[config.mk]
export PLATFORM = sky130hd
export DESIGN_NAME = inst_encoder
export DESIGN_NICKNAME = d
export VERILOG_FILES = /design/src/rtl/riscv_pkg.sv /design/src/rtl/inst_pack.sv /design/src/rtl/inst_encoder.sv
export SDC_FILE = /design/constraint.sdc
export NUM_CORES = 1
export LEC_CHECK = 0
export CORE_UTILIZATION = 35
export CTS_BUF_LIST = sky130_fd_sc_hd__clkbuf_2 sky130_fd_sc_hd__clkbuf_4 sky130_fd_sc_hd__clkbuf_8
export DETAILED_ROUTE_END_ITERATION = 8
export PLACE_DENSITY_LB_ADDON = 0.3
export SETUP_SLACK_MARGIN = 0.5
export SYNTH_ARGS = -nofsm -noshare
export SYNTH_HDL_FRONTEND = slang
export SYNTH_SLANG_ARGS = --single-unit
[constraint.sdc]
create_clock -name clk -period 2.39 [get_ports clk]
set_clock_uncertainty 0.15 [all_clocks]
set_input_delay 0.239 -clock clk [delete_from_list [all_inputs] [get_ports clk]]
set_output_delay 0.239 -clock clk [all_outputs]
set_load 0.01 [all_outputs]
[src/rtl/riscv_pkg.sv]
// Shared RISC-V encoding constants, instruction formats and FIFO state type
// used by the instruction encoder and its packing sub-module.
package riscv_pkg;

  localparam logic [6:0]  OP_LOAD   = 7'b0000011;
  localparam logic [6:0]  OP_IMM    = 7'b0010011;
  localparam logic [6:0]  OP_JALR   = 7'b1100111;
  localparam logic [6:0]  OP_STORE  = 7'b0100011;
  localparam logic [6:0]  OP_BRANCH = 7'b1100011;
  localparam logic [6:0]  OP_JAL    = 7'b1101111;

  // addi x0, x0, 0
  localparam logic [31:0] NOP = 32'h00000013;

  typedef enum logic [2:0] {
    FMT_I,
    FMT_S,
    FMT_B,
    FMT_J,
    FMT_BAD
  } fmt_e;

  typedef enum logic [1:0] {
    ST_EMPTY,
    ST_ONE,
    ST_TWO
  } fifo_state_e;

  function automatic fmt_e fmt_of(input logic [6:0] opcode);
    fmt_e f;
    case (opcode)
      OP_LOAD, OP_IMM, OP_JALR: f = FMT_I;
      OP_STORE:                 f = FMT_S;
      OP_BRANCH:                f = FMT_B;
      OP_JAL:                   f = FMT_J;
      default:                  f = FMT_BAD;
    endcase
    return f;
  endfunction

endpackage

[src/rtl/inst_pack.sv]
// Combinational packer: builds the 32-bit instruction word from decoded fields
// and flags immediates that do not fit the selected format.
module inst_pack
  import riscv_pkg::*;
(
  input  logic [6:0]  opcode,
  input  logic [4:0]  rd,
  input  logic [4:0]  rs1,
  input  logic [4:0]  rs2,
  input  logic [2:0]  funct3,
  input  logic [31:0] imm,
  output logic [31:0] inst,
  output logic        err
);

  logic i_fits;
  logic b_fits;
  logic j_fits;
  fmt_e fmt;

  // An immediate fits when every bit above the field's sign bit copies it.
  assign i_fits = (&imm[31:11]) | ~(|imm[31:11]);
  assign b_fits = ((&imm[31:12]) | ~(|imm[31:12])) & ~imm[0];
  assign j_fits = ((&imm[31:20]) | ~(|imm[31:20])) & ~imm[0];
  assign fmt    = fmt_of(opcode);

  always_comb begin
    inst = NOP;
    err  = 1'b1;
    case (fmt)
      FMT_I: if (i_fits) begin
        inst = {imm[11:0], rs1, funct3, rd, opcode};
        err  = 1'b0;
      end
      FMT_S: if (i_fits) begin
        inst = {imm[11:5], rs2, rs1, funct3, imm[4:0], opcode};
        err  = 1'b0;
      end
      FMT_B: if (b_fits) begin
        inst = {imm[12], imm[10:5], rs2, rs1, funct3, imm[4:1], imm[11], opcode};
        err  = 1'b0;
      end
      FMT_J: if (j_fits) begin
        inst = {imm[20], imm[10:1], imm[11], imm[19:12], rd, opcode};
        err  = 1'b0;
      end
      default: begin
        inst = NOP;
        err  = 1'b1;
      end
    endcase
  end

endmodule

[src/rtl/inst_encoder.sv]
// Instruction encoder: packs requests at acceptance and queues the results in
// a two-entry FIFO, with a saturating count of rejected requests.
module inst_encoder
  import riscv_pkg::*;
(
  input  logic        clk,
  input  logic        reset,
  input  logic        in_valid,
  output logic        in_ready,
  input  logic [6:0]  in_opcode,
  input  logic [4:0]  in_rd,
  input  logic [4:0]  in_rs1,
  input  logic [4:0]  in_rs2,
  input  logic [2:0]  in_funct3,
  input  logic [31:0] in_imm,
  output logic        out_valid,
  input  logic        out_ready,
  output logic [31:0] out_inst,
  output logic        out_err,
  output logic [15:0] err_count,
  output fifo_state_e dbg_state
);

  // Handshake: a side transfers on a rising edge where its valid and ready are
  // both high; the producer holds its payload steady until that edge.
  fifo_state_e state;
  logic [31:0] enc_inst;
  logic        enc_err;
  logic [31:0] tail_inst;
  logic        tail_err;
  logic        push;
  logic        pop;

  assign push      = in_valid & in_ready;
  assign pop       = out_valid & out_ready;
  assign dbg_state = state;

  inst_pack u_pack (
    .opcode (in_opcode),
    .rd     (in_rd),
    .rs1    (in_rs1),
    .rs2    (in_rs2),
    .funct3 (in_funct3),
    .imm    (in_imm),
    .inst   (enc_inst),
    .err    (enc_err)
  );

  // The head entry lives directly in out_inst/out_err; tail_* is the second slot.
  always_ff @(posedge clk or posedge reset) begin
    if (reset) begin
      state     <= ST_EMPTY;
      in_ready  <= 1'b1;
      out_valid <= 1'b0;
      out_inst  <= NOP;
      out_err   <= 1'b0;
      tail_inst <= NOP;
      tail_err  <= 1'b0;
      err_count <= 16'd0;
    end else begin
      if (push && enc_err && (err_count != 16'hFFFF))
        err_count <= err_count + 16'd1;
      case (state)
        ST_EMPTY: begin
          if (push) begin
            out_inst  <= enc_inst;
            out_err   <= enc_err;
            out_valid <= 1'b1;
            state     <= ST_ONE;
          end
        end
        ST_ONE: begin
          case ({push, pop})
            2'b11: begin
              out_inst <= enc_inst;
              out_err  <= enc_err;
            end
            2'b10: begin
              tail_inst <= enc_inst;
              tail_err  <= enc_err;
              in_ready  <= 1'b0;
              state     <= ST_TWO;
            end
            2'b01: begin
              out_valid <= 1'b0;
              state     <= ST_EMPTY;
            end
            default: ;
          endcase
        end
        ST_TWO: begin
          if (pop) begin
            out_inst <= tail_inst;
            out_err  <= tail_err;
            in_ready <= 1'b1;
            state    <= ST_ONE;
          end
        end
        default: begin
          state     <= ST_EMPTY;
          in_ready  <= 1'b1;
          out_valid <= 1'b0;
        end
      endcase
    end
  end

endmodule

# After elaboration in Yosys (flattened, before gate mapping)
# Cells that the tools add are included.
[classes] n_reduce_logical=18 n_bitwise=13 mux=28 eq_ne=21 addsub=1
[op_table] op="$mux 32" n=7
[op_table] op="$pmux 32 s4" n=1
[op_table] op="$pmux 32 s3" n=1
[op_table] op="$eq 7x7->1 const B" n=3
[op_table] op="$reduce_and 21->1" n=1
[op_table] op="$reduce_or 21->1" n=1
[op_table] op="$reduce_and 20->1" n=1
[op_table] op="$reduce_or 20->1" n=1
[op_table] op="$add 16x1->16 const B" n=1
[op_table] op="$ne 16x16->1 const B" n=1
[op_table] op="$pmux 1 s3" n=4
[op_table] op="$pmux 3 s4" n=1
[op_table] op="$reduce_and 12->1" n=1
[op_table] op="$reduce_or 12->1" n=1
[op_table] op="$mux 1" n=10
[op_table] op="$reduce_and 3->1" n=3
[op_table] op="$eq 7x2->1 const B" n=1
[op_table] op="$eq 7x5->1 const B" n=1
[op_table] op="$eq 7x6->1 const B" n=1
[op_table] op="$eq 2x2->1 const B" n=3
[op_table] op="$eq 3x2->1 const B" n=2
[op_table] op="$ne 2x2->1 const B" n=3
[op_table] op="$not 1->1" n=6
[op_table] op="$pmux 2 s3" n=1
[op_table] op="16 further kinds" n=25
[word_totals] regBits=86 elab_cells=89 in_bits=61 output_inout_bits=53

# Logic depth before layout (Yosys ltp)
[logic_depth] word_depth=8 mapped_depth=9 mapped_depth_nobuf=7

# Hierarchy
# From an unflattened synthesis, not the netlist that was laid out.
[unflattened] hier_cells=372 area_unflattened_um2=4596.9
[by_module_without_submodules] mod="inst_encoder" seq_area_each_um2=2160.8 cells_per_inst=274 area_per_inst_um2=3842.4 instances=1
[by_module_without_submodules] mod="inst_pack" seq_area_each_um2=0.0 cells_per_inst=98 area_per_inst_um2=754.5 instances=1

# Worst setup path before layout
# Ideal clock, no wire load.
[synth_path] path_kind="input -> register" startpoint="in in_imm[12]" endpoint="reg err_count[1]" t_required_ps=2115 cell_stages=7 setup_time_ps=125 path_buffers=0 t_arrival_ps=1987 slack_ps=128 path_cell_list="or4_1 nor2_1 nand3_1 a221oi_2 o221ai_2 nand3_1 mux2_2"
[synth_between] elab_chain_cells=8 word_cells_on_any_way=14 classes_between="mux: 3; bitwise: 5; reduce/logical: 6"
[synth_lines] item="start, declared" line="inst_encoder.sv:15" source="input logic [31:0] in_imm,"
[synth_lines] item="$reduce_or 20->1" line="inst_pack.sv:23" source="assign b_fits = ((&imm[31:12]) | ~(|imm[31:12])) & ~imm[0];"
[synth_lines] item="$not 1->1" line="inst_pack.sv:23"
[synth_lines] item="$or 1x1->1" line="inst_pack.sv:23"
[synth_lines] item="$and 1x1->1" line="inst_pack.sv:23"
[synth_lines] item="$mux 1" line="inst_pack.sv:39" source="FMT_B: if (b_fits) begin"
[synth_lines] item="$pmux 1 s3 *" line="inst_pack.sv:30" source="case (fmt)"
[synth_lines] item="$logic_and 1x1->1 * (2 in a row)" line="inst_encoder.sv:61" source="if (push && enc_err && (err_count != 16'hFFFF))"
[synth_lines] item="end signal, assigned" line="inst_encoder.sv:62" source="err_count <= err_count + 16'd1;"
[synth_lines] item="end, declared" line="inst_encoder.sv:20" source="output logic [15:0] err_count,"
# Every way passes the cells marked *; elsewhere a longest branch is shown, timed or not.
# A chain may end at the register's enable or synchronous reset.

# Worst setup path in the final report
[layout_path] startpoint="in in_imm[18]" endpoint="reg err_count[13]"
# Same word-level chain as after synthesis.

==> impl_metrics.sql <==
INSERT INTO impl_metrics (metric_group, metric, value, unit) VALUES
('yosys', 'synth_cell_type_count', '41', ''),
('power_and_ir_drop', 'vdd_ir_drop_max', '339', 'µV'),
('power_and_ir_drop', 'p_sw_frac', '0.224', ''),
('placed_design', 'postPlaceCellArea', '0.00596', 'mm²'),
('critical_path', 'r2r_cells', '7', ''),
('power_and_ir_drop', 'power.share.combinational', '0.078', ''),
('yosys', 'synth_seq_cells', '86', ''),
('power_and_ir_drop', 'static-leakage-power', '3.02', 'nW'),
('floorplan', 'fp.dieArea', '0.0124', 'mm²'),
('clock_network', 'path_clk_slew', '0.08', 'ns'),
('sta', 'worst_setup_slack_final', '0.291', 'ns'),
('sta', 'worst_slew_pin_slew', '0.523', 'ns'),
('power_and_ir_drop', 'share_clk_of_total_power', '0.392', ''),
('power_and_ir_drop', 'power_frac_seq', '0.530', ''),
('critical_path', 'timing.setup.critical_path_class', 'in -> reg', ''),
('critical_path', 'critical_path.slowest_cell', 'or4_4', ''),
('yosys', 'synth_async_sr_flop_share', '1.00', ''),
('power_and_ir_drop', 'switchingPower', '0.614', 'mW'),
('layout', 'layout.cells.non_filler', '775', ''),
('power_and_ir_drop', 'report.power.total', '2.75', 'mW'),
('yosys', 'number_of_flops_mapped_to_enable_cells_by_yosys', '0', ''),
('clock_network', 'cts.path.max_buffers', '2', ''),
('critical_path', 'r2r_setup_slack', '0.43', 'ns'),
('placed_design', 'dpl.cell_count', '734', ''),
('critical_path', 'timing.critical_path.depth', '9', ''),
('floorplan', 'floorplan.io_pins', '114', ''),
('sta', 'final.period_utilization', '0.878', ''),
('placed_design', 'io_buffers', '113', ''),
('power_and_ir_drop', 'powerDensity', '408', 'mW/mm²'),
('sta', 'setup_violations', '0', ''),
('critical_path', 'start_kind', 'primary input', ''),
('critical_path', 'crit_path_max_incr_delay', '0.53', 'ns'),
('clock_network', 'clock_latency', '0.36', 'ns'),
('status', 'violations', 'design-rule violations', ''),
('yosys', 'ys_seq_area_frac', '0.516', ''),
('route', 'routed-via-count', '4223', ''),
('route', 'detail_route.wirelength', '12.8', 'mm'),
('global_route', 'number_of_antenna_violations_at_the_first_check_in_global_routing', '0', ''),
('placed_design', 'routabilityCongestion', '0.852', ''),
('clock_network', 'cts_tree', 'yes', ''),
('layout', 'finalCoreUtilization', '0.584', ''),
('yosys', 'synthesis.nets', '504', ''),
('floorplan', 'initial_core_util', '0.364', ''),
('power_and_ir_drop', 'power.internal', '2.13', 'mW'),
('floorplan', 'die_height', '111', 'µm'),
('route', 'drt_iter0_markers', '222', ''),
('global_route', 'grt_pass1_wl', '20.5', 'mm'),
('route', 'drt_pre_antenna_iters', '7', ''),
('critical_path', 'worstPathMaxFanout', '5', ''),
('sta', 'max_clock_freq', '476', 'MHz'),
('sta', 'hold_ws', '0.0663', 'ns'),
('critical_path', 'crit-reg2reg-launch', 'dbg_state[1]$_DFFE_PP0P_', ''),
('worst_hold_path', 'worstHoldPathType', 'in -> async', ''),
('sta', 'timing.slew.headroom', '0.651', ''),
('yosys', 'yosys.cell_count.top_type', 'dfrtp_1', ''),
('layout', 'post-route-cell-area', '0.00673', 'mm²'),
('placed_design', 'detailed_place_hpwl', '8.57', 'mm'),
('yosys', 'postSynthAreaPerCell', '9.47', 'µm²'),
('route', 'remaining_drc_errors', '12', ''),
('placed_design', 'dp_worst_setup_slack', '-0.517', 'ns'),
('critical_path', 'worst_setup_path_startpoint', 'in_imm[18]', ''),
('global_route', 'globalRouteOverflowTotal', '0', ''),
('yosys', 'synth_cells', '442', ''),
('yosys', 'synth.cell_area', '0.00419', 'mm²'),
('run', 'cap_viol_max_count', '0', ''),
('critical_path', 'critical_path.endpoint', 'err_count[13]$_DFFE_PP0P_', ''),
('sta', 'timing.final.max_slew_violations', '0', ''),
('floorplan', 'design.core.area', '0.0115', 'mm²'),
('critical_path', 'cp.buffers_inverters', '2', ''),
('critical_path', 'worst_path_dominant_cell_family', 'simple AND/OR/NAND/NOR gates', ''),
('status', 'run_status', 'finished, violations left', '');
-- how the worst min path moves through the flow --
| stage | depth (start not counted) | slack (ns) | end |
|---|---|---|---|
| finish | 2 | 0.07 | err_count[6]$_DFFE_PP0P_ |
| floorplan | 2 | 0.18 | out_inst[4]$_DFFE_PP1P_ |
| detailed placement | 2 | 0.30 | tail_inst[4]$_DFFE_PP1P_ |
| global route | 3 | 0.05 | out_inst[17]$_DFFE_PP0P_ |
| CTS | 2 | 0.07 | err_count[0]$_DFFE_PP0P_ |
| global placement | 2 | 0.29 | tail_inst[4]$_DFFE_PP1P_ |
-- layout make-up --
class	count	area (µm²)
clock inverter	3	42.5
inverter	3	15.0
timing repair buffer	198	1910
sequential	86	2160
fill	1006	4790
tap	143	179
clock buffer	13	166
multi-input combinational	329	2250
-- kinds of logic (layout without fill, tap and decap cells) --
kind of cell	after synthesis	after routing	share of synthesized area
xor gates and xnor gates	13	13	0.0272
and+or+nand+nor	187	187	0.221
muxes	3	3	0.00807
adders and majority gates	1	1	0.00299
buffers and inverters	27	217	0.0242
AOI/OAI and AO/OA	125	125	0.201
DFF	86	86	0.516
-- worst register-to-register path, delay by kind of cell, from the launching register on --
family / cells / cell delay, ns
compound gates: 3 / 0.65
buf+inv: 2 / 0.37
simple gates: 2 / 0.23
flops: 1 / 0.43
-- state kept, by name, indices dropped and copies added (netlist names) --
signal and cells:
err_count 16, in_ready 1, out_valid 1, out_err 1, tail_inst 32, dbg_state 2, tail_err 1, out_inst 32
-- routing by layer --
layer | GRT usage | wire length [µm]
met5 | 0 | 0
met1 | 0.260 | 5490
met4 | 0.0802 | 150
met3 | 0.0430 | 659
met2 | 0.352 | 6520
-- cells in the final DEF (no fill, tap or decap), types with 5 or more instances in the layout --
cell / netlist / layout
nand2_1: 48 / 43
dfrtp_1: 79 / 77
nor2_2: 0 / 6
a22o_1: 8 / 8
or3_1: 13 / 12
clkbuf_8: 0 / 11
and3_1: 18 / 17
buf_6: 0 / 12
buf_4: 0 / 64
clkdlybuf4s50_1: 0 / 83
o21ai_1: 0 / 5
nor2_1: 47 / 38
o21ai_2: 0 / 6
nand4_1: 14 / 14
a22oi_2: 0 / 8
a21oi_2: 0 / 6
xnor2_1: 13 / 13
a221o_1: 17 / 17
dlygate4sd2_1: 0 / 16
o21ai_0: 32 / 21
a21oi_1: 36 / 30
dfstp_2: 7 / 7
nand3_1: 17 / 13
buf_12: 0 / 8
a21o_1: 9 / 9
-- what timing repair did --
action                     in CTS  in global routing
pin swaps                      37                 30
setup endpoints to repair      80                 79
hold buffers                    0                  0
resized for setup              97                 55
buffers inserted               12                  9
gates cloned                    2                  2
-- power groups by stage --
stage | clock [mW] | sequential [mW] | combinational [mW]
after global placement | 0 | 1.48 | 0.204
after global routing | 1.16 | 1.45 | 0.233
after detailed placement | 0 | 1.48 | 0.207
after CTS | 1.10 | 1.45 | 0.204
final | 1.08 | 1.45 | 0.215
after floorplan | 0 | 1.48 | 0.0407
Power figures use the tool's default switching activity.
